## src/rtl/pipe_ctrl.sv

```systemverilog
// pipe_ctrl: pipeline controller for the 3-stage core.
//   - branch/jump redirect with a FLUSH_CYC-cycle flush window
//   - pipeline hold while the multi-cycle mul/div unit runs, with timeout abort
//   - owner of the single regs write port (ex result vs. mul/div result)
// Optional feature macro: CTRL_STALL_STAT_EN (stall statistic counter on stall_cnt_o).
module pipe_ctrl #(
  parameter int FLUSH_CYC  = 2,   // 1..15
  parameter int MD_TIMEOUT = 64   // 2..127
) (
  input  logic        clk,
  input  logic        rst_n,
  input  logic        jump_en_i,
  input  logic [31:0] jump_addr_i,
  input  logic        md_req_i,
  input  logic [4:0]  md_rd_addr_i,
  input  logic        md_done_i,
  input  logic [31:0] md_result_i,
  input  logic        ex_rd_wen_i,
  input  logic [4:0]  ex_rd_addr_i,
  input  logic [31:0] ex_rd_data_i,
  output logic        pc_load_o,
  output logic [31:0] pc_load_addr_o,
  output logic        flush_o,
  output logic [2:0]  hold_o,
  output logic        md_start_o,
  output logic        md_abort_o,
  output logic        md_err_o,
  output logic        rd_wen_o,
  output logic [4:0]  rd_addr_o,
  output logic [31:0] rd_data_o,
  output logic [31:0] stall_cnt_o
);

  typedef enum logic [1:0] {IDLE, FLUSH, MD_BUSY, MD_WB} state_e;

  // Regs write-port request, muxed between ex and mul/div writeback.
  typedef struct packed {
    logic        wen;
    logic [4:0]  addr;
    logic [31:0] data;
  } wr_req_t;

  localparam logic [3:0] FLUSH_INIT = 4'(FLUSH_CYC - 1);
  localparam logic [6:0] TO_LAST    = 7'(MD_TIMEOUT - 1);

  state_e      state_q, state_d;
  logic [3:0]  flush_cnt_q, flush_cnt_d;
  logic [6:0]  to_cnt_q, to_cnt_d;
  logic [4:0]  md_rd_q, md_rd_d;
  logic [31:0] md_res_q, md_res_d;
  logic        md_err_q, md_err_d;

  logic        pc_load, flush, md_start, md_abort;
  logic [2:0]  hold;
  logic [31:0] pc_addr;
  wr_req_t     wr;

  // State and datapath registers; reset drops any in-flight mul/div op.
  always_ff @(posedge clk or negedge rst_n) begin
    if (!rst_n) begin
      state_q     <= IDLE;
      flush_cnt_q <= '0;
      to_cnt_q    <= '0;
      md_rd_q     <= '0;
      md_res_q    <= '0;
      md_err_q    <= 1'b0;
    end else begin
      state_q     <= state_d;
      flush_cnt_q <= flush_cnt_d;
      to_cnt_q    <= to_cnt_d;
      md_rd_q     <= md_rd_d;
      md_res_q    <= md_res_d;
      md_err_q    <= md_err_d;
    end
  end

  // Next-state and output decode.
  always_comb begin
    state_d     = state_q;
    flush_cnt_d = flush_cnt_q;
    to_cnt_d    = to_cnt_q;
    md_rd_d     = md_rd_q;
    md_res_d    = md_res_q;
    md_err_d    = md_err_q;
    pc_load     = 1'b0;
    pc_addr     = '0;
    flush       = 1'b0;
    hold        = 3'b000;
    md_start    = 1'b0;
    md_abort    = 1'b0;
    wr.wen      = ex_rd_wen_i;
    wr.addr     = ex_rd_addr_i;
    wr.data     = ex_rd_data_i;
    unique case (state_q)
      IDLE: begin
        if (jump_en_i) begin
          // Jump beats a simultaneous mul/div request.
          pc_load = 1'b1;
          pc_addr = jump_addr_i;
          flush   = 1'b1;
          if (FLUSH_CYC > 1) begin
            state_d     = FLUSH;
            flush_cnt_d = FLUSH_INIT;
          end
        end else if (md_req_i) begin
          md_start = 1'b1;
          wr.wen   = 1'b0;
          md_rd_d  = md_rd_addr_i;
          to_cnt_d = '0;
          state_d  = MD_BUSY;
        end
      end
      FLUSH: begin
        // ex carries bubbles here, so its write port passes straight through.
        flush       = 1'b1;
        flush_cnt_d = flush_cnt_q - 4'd1;
        if (flush_cnt_q == 4'd1) state_d = IDLE;
      end
      MD_BUSY: begin
        hold   = 3'b111;
        wr.wen = 1'b0;
        if (md_done_i) begin
          // done wins over a coincident timeout
          md_res_d = md_result_i;
          state_d  = MD_WB;
        end else if (to_cnt_q == TO_LAST) begin
          md_abort = 1'b1;
          md_err_d = 1'b1;
          state_d  = IDLE;
        end else begin
          to_cnt_d = to_cnt_q + 7'd1;
        end
      end
      MD_WB: begin
        hold    = 3'b111;
        wr.wen  = 1'b1;
        wr.addr = md_rd_q;
        wr.data = md_res_q;
        state_d = IDLE;
      end
      default: state_d = IDLE;
    endcase
    // x0 is hardwired zero: never write it.
    if (wr.addr == 5'd0) wr.wen = 1'b0;
  end

  // Combinational outputs are gated by reset so everything reads 0 while held in reset.
  assign pc_load_o      = rst_n & pc_load;
  assign pc_load_addr_o = {32{rst_n}} & pc_addr;
  assign flush_o        = rst_n & flush;
  assign hold_o         = {3{rst_n}} & hold;
  assign md_start_o     = rst_n & md_start;
  assign md_abort_o     = rst_n & md_abort;
  assign md_err_o       = md_err_q;
  assign rd_wen_o       = rst_n & wr.wen;
  assign rd_addr_o      = {5{rst_n}} & wr.addr;
  assign rd_data_o      = {32{rst_n}} & wr.data;

`ifdef CTRL_STALL_STAT_EN
  logic [31:0] stall_cnt_q;

  // Count every cycle the front of the pipe is held or flushed; wraps naturally.
  always_ff @(posedge clk or negedge rst_n) begin
    if (!rst_n)                       stall_cnt_q <= '0;
    else if ((hold != 3'b000) || flush) stall_cnt_q <= stall_cnt_q + 32'd1;
  end

  assign stall_cnt_o = stall_cnt_q;
`else
  assign stall_cnt_o = '0;
`endif

endmodule

```

## config.mk

```make
export PLATFORM = sky130hd
export DESIGN_NAME = pipe_ctrl
export DESIGN_NICKNAME = d
export VERILOG_FILES = /design/src/rtl/pipe_ctrl.sv
export SDC_FILE = /design/constraint.sdc
export NUM_CORES = 1
export LEC_CHECK = 0
export BUFFER_PORTS_ARGS = -buffer_cell sky130_fd_sc_hd__clkbuf_2
export CAP_MARGIN = 20
export CORE_UTILIZATION = 45
export CTS_BUF_LIST = sky130_fd_sc_hd__clkbuf_8 sky130_fd_sc_hd__clkbuf_16
export CTS_CLUSTER_DIAMETER = 40
export CTS_CLUSTER_SIZE = 8
export DETAILED_ROUTE_END_ITERATION = 6
export GPL_TIMING_DRIVEN = 0
export PLACE_DENSITY = 0.86
export SLEW_MARGIN = 15
export SYNTH_ARGS = -nofsm -noshare
export SYNTH_HDL_FRONTEND = slang
export SYNTH_SLANG_ARGS = --single-unit
```

## constraint.sdc

```tcl
create_clock -name clk -period 3.3 [get_ports clk]
set_input_delay 0.33 -clock clk [delete_from_list [all_inputs] [get_ports clk]]
set_output_delay 0.33 -clock clk [all_outputs]
set_load 0.01 [all_outputs]
```

==> results_dict.tcl <==
set metrics [dict create \
    grt_pass1_vias 3002 \
    period_share_pct 83.6 \
    drt_pre_antenna_iters 4 \
    setup_tns_ps 0 \
    cts_tree "done" \
    drc 0 \
    setup.worst_path.end_class "output pin" \
    setup_viol_count_final 0 \
    floorplan.die.width_um 86.2 \
    cts_resized 0 \
    initial_antenna_violation_count 0 \
    io_buffers 189 \
    critical_path_arrival_ps 2430 \
    first_iter_violations 159 \
    grt_pass1_wl_um 13500 \
    syn-instance-count 358 \
    full_die_area_um2 7440 \
    ir_worst_vdd_mv 0.356 \
    synth-xor-area-share_pct 0 \
    wire_per_inst_um 13.0 \
    ys_types 35 \
    cts_buffers 5 \
    synth_top_cells_by_area "sky130_fd_sc_hd__dfrtp_1, sky130_fd_sc_hd__mux2_2, sky130_fd_sc_hd__nand2_1" \
    ctsRootBufferMaster "sky130_fd_sc_hd__clkbuf_8" \
    netlist.area_leader.share_pct 40.0 \
    ys_seq_elements 51 \
    clk_pin_slew_ps 80 \
    drv_slew 0 \
    post-cts-setup-buffer-count 0 \
    ant_nets 0 \
    clkLatencyLatePin_ps 300 \
    p_leak_uw 0.00252 \
    dr_total_vias 3225 \
    drive_gt1_share_pct 48.0 \
    syn_to_final_growth_pct 39.7 \
    timing.critical_path.from_type "input port" \
    r2r_start "state_q[0]$_DFFE_PN0P_" \
    synth_area_in_compound_gates_pct 10.4 \
    ioPinCount 222 \
    max-slew-margin-rel_pct 41.5 \
    adder_and_majority_gate_portion_of_the_synthesized_area_pct 1.18 \
    num_antenna_cells 0 \
    vias_per_cell 4.73 \
    max_cap_violations 0 \
    finish.net_count 700 \
    place_congestion 0.864 \
    final.setup.worst_slack_ps 541 \
    placeableCoreArea_um2 6830 \
    power_density_nw_per_um2 535 \
    seq_area_frac_synth_pct 40.0 \
    cts_max_path_buffers 2 \
    grt_max_degree 57 \
    worst_ep_required_time_ps 2970 \
    worstPathMaxFanout 56 \
    synth_mux_area_share_pct 14.1 \
    placement_rows 30 \
    cts.sink_count 51 \
    critical_path_class "input port to output pin" \
    initial_cell_density_of_the_core_pct 46.7 \
    rr_worst_depth 4 \
    yosysWarnings 0 \
    dpl.hpwl_um 7240 \
    worst_case_setup_slack_after_placement_ps 459 \
    grtUsageTotal_pct 23.3 \
    grt_overflow_total 0 \
    netlist_area_um2 3190 \
    r2r_end "to_cnt_q[0]$_DFFE_PN0P_" \
    rrSetupSlack_ps 1470 \
    hold_path.class "input port to async pin" \
    hold_viol_final 0 \
    period_needed_ps 2760 \
    postCtsHoldBufs 0 \
    yosys_most_used_dff "sky130_fd_sc_hd__dfrtp_1" \
    post_dp_cell_area_um2 4380 \
    worst-slew-pin-transition_ps 870 \
    final_standard_cell_area_without_fillers_um2 4460 \
    cts-htree-levels 2 \
    synth_top_cell_by_area "sky130_fd_sc_hd__dfrtp_1" \
    synthArstFlopShare_pct 100 \
    timing.fmax_mhz 362 \
    synth_edf_count 0 \
    grt_setup_unrepaired "false" \
    finalNonFillerCells 682 \
    die_height_um 86.2 \
    synthesis.area_per_instance_um2 8.92 \
    postRouteWirelength_um 8840 \
    finClkSkew_ps 9.55 \
    dp_cells 674 \
    run_status "finished clean" \
    dominant_combinational_cell_family_by_area_after_synthesis "simple AND/OR/NAND/NOR gates" \
    yosys.area_share.simple_pct 22.1 \
]
==> worst max path at each step <==
| stage | startpoint | endpoint | slack [ps] |
|---|---|---|---|
| after floorplan | state_q[1]$_DFFE_PN0P_ | rd_data_o[11] | 1560 |
| after global placement | rst_n | pc_load_addr_o[9] | 0.9 |
| final | rst_n | pc_load_addr_o[3] | 540 |
| after global routing | rst_n | pc_load_addr_o[3] | 120 |
| after CTS | rst_n | pc_load_addr_o[3] | 430 |
| after detailed placement | rst_n | pc_load_addr_o[3] | 460 |
==> stage by stage <==
stage	utilization [%]	hold WS [ps]	total power, uW
final	65.3	109	2390
after global routing	65.3	169	2550
after floorplan	-	34.4	1720
after global placement	64.0	439	1990
after detailed placement	64.1	444	2050
after CTS	65.3	133	2400
==> final cells by class <==
type / instances / area (um2)
Tap cell: 96 / 120
Buffer: 55 / 367
Multi-Input combinational cell: 277 / 1640
Sequential cell: 51 / 1280
Clock buffer: 5 / 68.8
Timing Repair Buffer: 189 / 948
Inverter: 6 / 22.5
Clock inverter: 3 / 15.0
Fill cell: 580 / 2370
==> power by group <==
| part | leakage [uW] | switching (uW) | internal (uW) |
|---|---|---|---|
| sequential | 0.000635 | 177 | 904 |
| clock | 0.0000477 | 203 | 146 |
| combinational | 0.00184 | 458 | 497 |
==> registers in the layout, indices dropped and copies added (netlist names) <==
name	count
md_err_o	1
md_res_q	32
to_cnt_q	7
state_q	2
md_rd_q	5
flush_cnt_q	4
==> synth_stat cells, types with 3 or more instances <==
cell                        count
sky130_fd_sc_hd__nand2_1       79
sky130_fd_sc_hd__dfrtp_1       51
sky130_fd_sc_hd__a21oi_1       40
sky130_fd_sc_hd__mux2_2        37
sky130_fd_sc_hd__and2_1        36
sky130_fd_sc_hd__buf_4         34
sky130_fd_sc_hd__clkbuf_1      10
sky130_fd_sc_hd__buf_2          8
sky130_fd_sc_hd__nor3_1         7
sky130_fd_sc_hd__inv_1          6
sky130_fd_sc_hd__nor2_1         6
sky130_fd_sc_hd__o21ai_0        5
sky130_fd_sc_hd__a21o_1         3
sky130_fd_sc_hd__buf_6          3
sky130_fd_sc_hd__ha_1           3
sky130_fd_sc_hd__nand2b_1       3
sky130_fd_sc_hd__nand3_1        3
sky130_fd_sc_hd__o2bb2ai_1      3
==> placed cells by master, fill, tap and decap left out, drive strengths merged, types with 2 or more instances in the layout <==
| master | n |
|---|---|
| nor3 | 7 |
| nand3 | 3 |
| a21o | 3 |
| o2bb2ai | 3 |
| nand2b | 3 |
| buf | 45 |
| ha | 3 |
| and3 | 2 |
| mux2 | 39 |
| nor2 | 6 |
| or4 | 2 |
| a22o | 2 |
| inv | 6 |
| conb | 32 |
| o21ai | 5 |
| clkbuf | 204 |
| dfrtp | 51 |
| clkinv | 3 |
| a21oi | 40 |
| and2 | 36 |
| nand2 | 79 |
==> critical path, cell delays in order <==
cell                       delay (ps)
sky130_fd_sc_hd__clkbuf_4         580
sky130_fd_sc_hd__inv_1            170
sky130_fd_sc_hd__nor4_1           700
sky130_fd_sc_hd__clkbuf_1         300
sky130_fd_sc_hd__and2_1           170
sky130_fd_sc_hd__clkbuf_2         140
==> layer usage <==
layer,vias up,global-route usage [%],part of all wire (%)
met1,1483,25.1,37
met2,150,43.9,53
met4,0,7.42,2.0
li1,1574,-,-
met3,18,6.29,8.6
met5,-,0,0
==> logic make-up after synthesis <==
group,Yosys count
adders and majority gates,3
muxes,40
other,1
buffers and inverters,61
AOI/OAI and AO/OA,58
and+or+nand+nor,144
DFF,51
No activity file was read; power rests on OpenSTA's default activity.
